## src/rtl/shift_pkg.sv

```systemverilog
// Shared types for the iterative shift unit: shift modes and FSM states.
package shift_pkg;

    typedef enum logic [1:0] {
        SH_ASR = 2'b00,
        SH_LSR = 2'b01,
        SH_LSL = 2'b10,
        SH_ROR = 2'b11
    } shift_mode_e;

    typedef enum logic [1:0] {
        ST_IDLE  = 2'b00,
        ST_SHIFT = 2'b01,
        ST_DONE  = 2'b10
    } shift_state_e;

endpackage

```

## src/rtl/shift_step.sv

```systemverilog
// Combinational single-bit shift in one of four modes; out_bit is the bit dropped off the end.
module shift_step
    import shift_pkg::*;
#(
    parameter int unsigned WIDTH = 16
) (
    input  logic [WIDTH-1:0] din,
    input  shift_mode_e      mode,
    output logic [WIDTH-1:0] dout,
    output logic             out_bit
);

    always_comb begin
        dout    = din;
        out_bit = 1'b0;
        unique case (mode)
            SH_ASR: begin
                dout    = {din[WIDTH-1], din[WIDTH-1:1]};
                out_bit = din[0];
            end
            SH_LSR: begin
                dout    = {1'b0, din[WIDTH-1:1]};
                out_bit = din[0];
            end
            SH_LSL: begin
                dout    = {din[WIDTH-2:0], 1'b0};
                out_bit = din[WIDTH-1];
            end
            // Rotation loses nothing, so it never contributes to sticky.
            SH_ROR: begin
                dout    = {din[0], din[WIDTH-1:1]};
                out_bit = 1'b0;
            end
            default: ;
        endcase
    end

endmodule

```

## src/rtl/iterative_shift_unit.sv

```systemverilog
// Multi-mode shifter doing one bit per cycle for a programmable count, then pulsing done.
// Optional SHIFT_STICKY_EN adds a sticky output (OR of all bits shifted out).
module iterative_shift_unit
    import shift_pkg::*;
#(
    parameter int unsigned WIDTH = 16,
    parameter int unsigned AMT_W = $clog2(WIDTH)
) (
    input  logic             clk,
    input  logic             rst_n,
    input  logic             start,
    input  logic [WIDTH-1:0] din,
    input  logic [AMT_W-1:0] amount,
    input  logic [1:0]       mode,
    output logic             busy,
    output logic             done,
`ifdef SHIFT_STICKY_EN
    output logic             sticky,
`endif
    output logic [WIDTH-1:0] dout
);

    shift_state_e     state_q, state_d;
    logic [WIDTH-1:0] sreg_q;
    logic [AMT_W-1:0] cnt_q;
    shift_mode_e      mode_q;
    logic [WIDTH-1:0] dout_q;

    logic [WIDTH-1:0] step_out;
    logic             step_bit;
    logic             accept;
    logic             last_shift;

    assign accept     = (state_q == ST_IDLE) && start;
    assign last_shift = (state_q == ST_SHIFT) && (cnt_q == AMT_W'(1));

    shift_step #(
        .WIDTH (WIDTH)
    ) u_step (
        .din     (sreg_q),
        .mode    (mode_q),
        .dout    (step_out),
        .out_bit (step_bit)
    );

    // State register
    always_ff @(posedge clk or negedge rst_n) begin
        if (!rst_n) begin
            state_q <= ST_IDLE;
        end else begin
            state_q <= state_d;
        end
    end

    // Next-state logic
    always_comb begin
        state_d = state_q;
        unique case (state_q)
            ST_IDLE: begin
                if (start) begin
                    state_d = (amount != '0) ? ST_SHIFT : ST_DONE;
                end
            end
            ST_SHIFT: begin
                if (cnt_q == AMT_W'(1)) begin
                    state_d = ST_DONE;
                end
            end
            ST_DONE: state_d = ST_IDLE;
            default: state_d = ST_IDLE;
        endcase
    end

    // Output logic
    always_comb begin
        busy = (state_q != ST_IDLE);
        done = (state_q == ST_DONE);
    end

    // Datapath: operand capture, shifting, and result update on the way into DONE
    always_ff @(posedge clk or negedge rst_n) begin
        if (!rst_n) begin
            sreg_q <= '0;
            cnt_q  <= '0;
            mode_q <= SH_ASR;
            dout_q <= '0;
        end else if (accept) begin
            sreg_q <= din;
            cnt_q  <= amount;
            mode_q <= shift_mode_e'(mode);
            if (amount == '0) begin
                dout_q <= din;
            end
        end else if (state_q == ST_SHIFT) begin
            sreg_q <= step_out;
            cnt_q  <= cnt_q - AMT_W'(1);
            if (last_shift) begin
                dout_q <= step_out;
            end
        end
    end

    assign dout = dout_q;

`ifdef SHIFT_STICKY_EN
    logic sticky_acc_q;
    logic sticky_q;

    // Accumulator tracks the running op; sticky_q is published alongside dout.
    always_ff @(posedge clk or negedge rst_n) begin
        if (!rst_n) begin
            sticky_acc_q <= 1'b0;
            sticky_q     <= 1'b0;
        end else if (accept) begin
            sticky_acc_q <= 1'b0;
            if (amount == '0) begin
                sticky_q <= 1'b0;
            end
        end else if (state_q == ST_SHIFT) begin
            sticky_acc_q <= sticky_acc_q | step_bit;
            if (last_shift) begin
                sticky_q <= sticky_acc_q | step_bit;
            end
        end
    end

    assign sticky = sticky_q;
`else
    logic unused_step_bit;
    assign unused_step_bit = step_bit;
`endif

endmodule
```

## config.mk

```make
export PLATFORM = sky130hd
export DESIGN_NAME = iterative_shift_unit
export DESIGN_NICKNAME = d
export VERILOG_FILES = /design/src/rtl/shift_pkg.sv /design/src/rtl/shift_step.sv /design/src/rtl/iterative_shift_unit.sv
export SDC_FILE = /design/constraint.sdc
export NUM_CORES = 1
export LEC_CHECK = 0
export CORE_ASPECT_RATIO = 1.5
export CORE_UTILIZATION = 46
export DETAILED_ROUTE_END_ITERATION = 16
export PLACE_DENSITY = 0.72
export SLEW_MARGIN = 30
export SYNTH_ARGS = -nofsm -noshare
export SYNTH_HDL_FRONTEND = slang
export SYNTH_SLANG_ARGS = --single-unit
```

## constraint.sdc

```tcl
create_clock -name clk -period 4.6 [get_ports clk]
set_clock_uncertainty 0.15 [all_clocks]
set_input_delay 1.38 -clock clk [delete_from_list [all_inputs] [get_ports clk]]
set_output_delay 1.38 -clock clk [all_outputs]
set_load 0.005 [all_outputs]
```

==> flow_metrics.tcl, run 1 <==
set metrics [dict create \
    run_status "finished clean" \
    detail_route.first_pass.iterations 4 \
    synth_edf_count 0 \
    weighted_congestion_at_the_end_of_routability_driven_global_placement 0.744 \
    synth.lib_cells_used.distinct 40 \
    worstSetupPathType "primary input to flip-flop" \
    die_height_um 88.2 \
    dp_cells 300 \
    grt_usage_pct 21.1 \
    ir_drop_mv 0.282 \
    initial_core_utilization_pct 47.3 \
    power.leakage_nw 1.12 \
    seq_area_frac_synth_pct 44.0 \
    detailed_place_hpwl_mm 3.22 \
    htree_depth 2 \
    initialDrtViolationCount 61 \
    grt_pass1_vias 1786 \
    finalHoldViolCount 0 \
    boundaryPins 43 \
    layout_min_cycle_time_ps 3360 \
    clkSinkCount 40 \
    grt_start_max_net_pins 41 \
    clock_tree.buffer_depth 2 \
    power.switching_uw 730 \
    setup_repair_after_global_routing_missed_its_margin "false" \
    syn_area_per_cell_um2 10.8 \
    area_contributors_post_synth "sky130_fd_sc_hd__dfrtp_1, sky130_fd_sc_hd__o31ai_1, sky130_fd_sc_hd__o221ai_1" \
    worst_path_dominant_cell_family "compound AO/OA/AOI/OAI gates" \
    synth.most_common_cell "sky130_fd_sc_hd__dfrtp_1" \
    antenna_violations_before_repair 0 \
    clkLatencyLatePin_ps 290 \
    pwr-share-comb_pct 49.4 \
    synth.net_count 238 \
    period_share_pct 73.0 \
    antenna_cells_inserted 0 \
    synth_top_area_share_pct 44.0 \
    floorplan.rows 31 \
    totalWireLength_mm 5.04 \
    number_of_post_cts_setup_repair_buffers 0 \
    syn-instance-count 211 \
    global_route_wire_length_before_repair_mm 8.20 \
    post_synth_most_frequent_cells "sky130_fd_sc_hd__dfrtp_1, sky130_fd_sc_hd__nand2_1, sky130_fd_sc_hd__o31ai_1, sky130_fd_sc_hd__nor2_1, sky130_fd_sc_hd__o221ai_1" \
    core-area_um2 4810 \
    dominantRegCellSynth "sky130_fd_sc_hd__dfrtp_1" \
    worst_setup_path_end_kind "flip-flop" \
    grt_remaining_overflow 0 \
    crit_path_max_fanout 37 \
    tritoncts "built" \
    worst_slew_pin_slew_ps 833 \
    number_of_warning_messages_in_the_yosys_log 0 \
    worst_setup_path_start_kind "primary input" \
    total_negative_setup_slacks_ps 0 \
    critPathMaxStageDelay_ps 520 \
    drt_drc_violations_left 0 \
    power_density_nw_per_um2 676 \
    flop_and_latch_count_out_of_synthesis 40 \
    routedWlPerCell_um 16.4 \
    cts-buffers-inserted 5 \
    cp_cell_sequence "clkdlybuf4s50_1, or3b_1, buf_4, o22a_1, o31ai_1" \
    detail_route.vias_per_cell 5.82 \
    timing.final.setup_violations 0 \
    post_route_cells_drive_above_1_share_pct 13.3 \
    instances_no_fill 307 \
    post_cts.resized_instances 0 \
    ys_async_sr_fraction_pct 100 \
    area_delta_synth_final_pct 17.3 \
    detail-route-antenna-nets 0 \
    share_clk_of_total_power_pct 12.1 \
    swShare_pct 40.5 \
    crit_required_ps 4640 \
    r2r_slack_ps 2170 \
    cpMaxStageDelayCell "sky130_fd_sc_hd__clkdlybuf4s50_1" \
    synthesis.area_um2 2280 \
    relSlewSlack_pct 44.5 \
    max_freq_mhz 298 \
    cap_violations 0 \
    clk_pin_slew_ps 70 \
    clock-root-buffer "sky130_fd_sc_hd__clkbuf_8" \
    placement.io_buffers 42 \
    final-max-slew-violation-count 0 \
    fin_nets 268 \
    die_area_um2 5240 \
    hold_buffers 0 \
    synth_top_cell_by_area "sky130_fd_sc_hd__dfrtp_1" \
    holdCritPathClass "flip-flop to flip-flop" \
    die_width_um 59.4 \
    vias 1788 \
    worst_ep_arrival_ps 3400 \
    seq_power_share_pct 38.4 \
    critPathBufInv 2 \
    power.internal_mw 1.07 \
]
==> worst paths after layout <==
| path | start | to | cells after the start |
|---|---|---|---|
| min in group asynchronous | rst_n | dout[7]$_DFFE_PN0P_ | 1 |
| worst min-delay path | sreg_q[10]$_DFFE_PN0P_ | sreg_q[10]$_DFFE_PN0P_ | 2 |
| max in group asynchronous | rst_n | sreg_q[8]$_DFFE_PN0P_ | 1 |
| worst min register to register | sreg_q[10]$_DFFE_PN0P_ | sreg_q[10]$_DFFE_PN0P_ | 2 |
| worst max-delay path | start | dout[2]$_DFFE_PN0P_ | 5 |
| worst max register to register | cnt_q[1]$_DFFE_PN0P_ | dout[2]$_DFFE_PN0P_ | 5 |
==> cell usage in the layout (no fill, tap or decap), types with 3 or more instances in the layout <==
cell | synthesis | routed
sky130_fd_sc_hd__a211oi_1 | 14 | 14
sky130_fd_sc_hd__a221o_1 | 3 | 3
sky130_fd_sc_hd__and3b_1 | 7 | 7
sky130_fd_sc_hd__and3b_2 | 7 | 7
sky130_fd_sc_hd__buf_4 | 1 | 4
sky130_fd_sc_hd__clkbuf_8 | 6 | 5
sky130_fd_sc_hd__clkdlybuf4s50_1 | 0 | 41
sky130_fd_sc_hd__dfrtp_1 | 40 | 40
sky130_fd_sc_hd__inv_1 | 4 | 4
sky130_fd_sc_hd__nand2_1 | 23 | 23
sky130_fd_sc_hd__nor2_1 | 18 | 18
sky130_fd_sc_hd__o221ai_1 | 15 | 15
sky130_fd_sc_hd__o31ai_1 | 21 | 21
sky130_fd_sc_hd__o31ai_2 | 9 | 9
==> routing by layer <==
| metal | wire length (um) | track usage [%] |
|---|---|---|
| met1 | 2160 | 25.5 |
| met5 | 0 | 0 |
| met4 | 75 | 8.01 |
| met2 | 2600 | 36.4 |
| met3 | 201 | 3.84 |
==> sequential cells by signal, summed over array words and instances, names as in the netlist <==
name	flops
state_q	2
dout	16
cnt_q	4
sreg_q	16
mode_q	2
==> cell type report <==
| class | count | area (um^2) |
|---|---|---|
| Timing Repair Buffer | 45 | 440 |
| Clock inverter | 1 | 5.00 |
| Tap cell | 66 | 82.6 |
| Sequential cell | 40 | 1000 |
| Clock buffer | 6 | 72.6 |
| Multi-Input combinational cell | 145 | 1050 |
| Inverter | 4 | 15.0 |
| Fill cell | 456 | 2140 |
==> worst register-to-register path: cells and delay by family (launching register included) <==
family	cells	cell delay [ps]
AO/OA/AOI/OAI	2	930
AND/OR/NAND/NOR	1	640
flip-flops	1	400
adder cells (fa/ha/maj)	1	130
buffers and inverters	1	80
==> stage by stage <==
| stage | hold slack (ps) | worst slack [ps] | utilization [%] | instance area, um^2 | power (mW) |
|---|---|---|---|---|---|
| 4_1_cts | 358 | 1230 | 55.5 | 2670 | 1.82 |
| 3_3_place_gp | 336 | 980 | 53.9 | 2590 | 1.57 |
| 6_report | 357 | 1240 | 55.5 | 2670 | 1.80 |
| 3_5_place_dp | 343 | 931 | 53.9 | 2590 | 1.59 |
| 2_1_floorplan | 314 | 1730 | - | 2280 | 1.35 |
| 5_1_grt | 385 | 1140 | 55.5 | 2670 | 1.95 |
==> power by group through the flow <==
| stage | logic [mW] | registers (mW) | clock network [mW] |
|---|---|---|---|
| global route | 0.994 | 0.716 | 0.241 |
| global placement | 0.880 | 0.692 | 0 |
| floorplan | 0.716 | 0.634 | 0 |
| finish | 0.892 | 0.693 | 0.219 |
| CTS | 0.902 | 0.689 | 0.225 |
| detailed placement | 0.894 | 0.695 | 0 |
==> kinds of logic (layout without fill, tap and decap cells) <==
logic type,after synthesis,after routing,share of synthesized area [%]
AO/OA/AOI/OAI,70,70,26.2
XOR/XNOR,1,1,0.385
adder cells (fa/ha/maj),2,2,1.10
buffers and inverters,26,56,10.2
flip-flops,40,40,44.0
multiplexers,2,2,0.879
AND/OR/NAND/NOR,70,70,17.3
Power figures use the tool's default switching activity.
==> run 2: changes to the inputs <==
- PLACE_DENSITY: 0.72 -> 0.75
- clock period: 4.6 -> 3 ns (I/O delays scaled with it)
==> flow_metrics.tcl, run 2 (synthesized netlist as in run 1, its figures left out) <==
set metrics [dict create \
    die_height_um 88.2 \
    swShare_pct 38.6 \
    initialDrtViolationCount 93 \
    cap_violations 0 \
    worst_setup_path_start_kind "flip-flop" \
    run_status "finished clean" \
    htree_depth 2 \
    clkLatencyLatePin_ps 290 \
    floorplan.rows 31 \
    power_density_nw_per_um2 1070 \
    area_delta_synth_final_pct 20.4 \
    timing.final.setup_violations 0 \
    critPathMaxStageDelay_ps 470 \
    relSlewSlack_pct 59.1 \
    die_area_um2 5240 \
    worst_path_dominant_cell_family "flip-flops" \
    crit_required_ps 1950 \
    boundaryPins 43 \
    placement.io_buffers 42 \
    clock-root-buffer "sky130_fd_sc_hd__clkbuf_8" \
    finish.utilization_pct 57.0 \
    power.switching_mw 1.13 \
    tritoncts "built" \
    setup_repair_after_global_routing_missed_its_margin "false" \
    grt_pass1_vias 1764 \
    vias 1794 \
    share_clk_of_total_power_pct 16.7 \
    fin_nets 271 \
    pwr-share-comb_pct 47.5 \
    grt_remaining_overflow 0 \
    die_width_um 59.4 \
    critPathBufInv 1 \
    grt_start_max_net_pins 41 \
    totalWireLength_mm 4.94 \
    core-area_um2 4810 \
    crit_path_max_fanout 9 \
    routedWlPerCell_um 15.9 \
    global_route_wire_length_before_repair_mm 8.42 \
    power.leakage_nw 1.15 \
    worstSetupPathType "flip-flop to output port" \
    finalHoldViolCount 0 \
    detailed_place_hpwl_mm 3.25 \
    antenna_cells_inserted 0 \
    worst_ep_arrival_ps 1510 \
    detail_route.vias_per_cell 5.77 \
    antenna_violations_before_repair 0 \
    cts-buffers-inserted 5 \
    multiInputGateArea_um2 1050 \
    hold_buffers 0 \
    power.internal_mw 1.79 \
    grt_usage_pct 21.4 \
    sequential_cell_area_um2 1000 \
    worst_slew_pin_slew_ps 613 \
    detail-route-antenna-nets 0 \
    worst_setup_path_end_kind "output port" \
    detail_route.first_pass.iterations 4 \
    initial_core_utilization_pct 47.3 \
    cpMaxStageDelayCell "sky130_fd_sc_hd__dfrtp_1" \
    ir_drop_mv 0.494 \
    layout.cells.most_common_list "sky130_fd_sc_hd__clkdlybuf4s50_1, sky130_fd_sc_hd__dfrtp_1, sky130_fd_sc_hd__nand2_1" \
    clock_tree.buffer_depth 2 \
    holdCritPathClass "flip-flop to flip-flop" \
    final-max-slew-violation-count 0 \
    post_cts.resized_instances 0 \
    number_of_post_cts_setup_repair_buffers 0 \
    period_share_pct 85.3 \
    layout.cells.most_common "sky130_fd_sc_hd__clkdlybuf4s50_1" \
    weighted_congestion_at_the_end_of_routability_driven_global_placement 0.753 \
    post_route_cells_drive_above_1_share_pct 15.1 \
    cp_cell_sequence "or2_2, clkdlybuf4s50_1" \
    max_freq_mhz 391 \
    clk_pin_slew_ps 80 \
    seq_power_share_pct 35.8 \
    total_negative_setup_slacks_ps 0 \
    layout_min_cycle_time_ps 2560 \
    clkSinkCount 40 \
    drt_drc_violations_left 0 \
    final.fill_count 432 \
]
==> run 2: final cells by class <==
type / count / area share (%)
inverters: 4 / 0.548
clock buffers: 7 / 3.51
flip-flops and latches: 40 / 36.5
multi-input cells: 145 / 38.4
clock inverters: 1 / 1.10
repair buffers: 48 / 16.9
well taps: 66 / 3.01
==> run 2: worst paths after layout <==
check / startpoint / to / slack, ps / cells after the start
min: sreg_q[8]$_DFFE_PN0P_ / sreg_q[8]$_DFFE_PN0P_ / 360 / 2
max: state_q[0]$_DFFE_PN0P_ / busy / 440 / 2
max in group asynchronous: rst_n / dout[3]$_DFFE_PN0P_ / 1920 / 1
max reg2reg: cnt_q[1]$_DFFE_PN0P_ / dout[15]$_DFFE_PN0P_ / 730 / 6
min in group asynchronous: rst_n / dout[8]$_DFFE_PN0P_ / 420 / 1
min reg2reg: sreg_q[8]$_DFFE_PN0P_ / sreg_q[8]$_DFFE_PN0P_ / 360 / 2
==> run 2: per-layer routing <==
| layer | track usage (%) | up-vias | part of all wire [%] |
|---|---|---|---|
| li1 | - | 863 | - |
| met1 | 28.1 | 872 | 44 |
| met2 | 35.4 | 53 | 51 |
| met3 | 3.25 | 6 | 4.0 |
| met4 | 7.14 | 0 | 0.97 |
| met5 | 0 | - | 0 |
==> run 2: tightest hold or removal path: cells and delay by family (launching register included) <==
| kind | cells | cell delay [ps] |
|---|---|---|
| flip-flops | 1 | 370 |
| AND/OR/NAND/NOR | 1 | 60 |
| AO/OA/AOI/OAI | 1 | 60 |
==> run 2: stage by stage <==
| step | setup WS, ps | hold slack, ps | instances | power, mW | instance area [um^2] |
|---|---|---|---|---|---|
| finish | 440 | 359 | 311 | 2.92 | 2740 |
| global route | 390 | 392 | 311 | 3.16 | 2740 |
| CTS | 434 | 358 | 311 | 2.94 | 2740 |
| detailed placement | 197 | 339 | 303 | 2.44 | 2610 |
| global placement | 259 | 340 | 303 | 2.41 | 2610 |
| floorplan | 609 | 314 | 211 | 2.07 | 2280 |
==> run 2: power groups by stage <==
stage / Clock (mW) / Sequential, mW / Combinational [mW]
floorplan: 0 / 0.973 / 1.10
global placement: 0 / 1.05 / 1.36
detailed placement: 0 / 1.05 / 1.39
CTS: 0.494 / 1.04 / 1.40
global route: 0.515 / 1.09 / 1.55
finish: 0.487 / 1.04 / 1.39
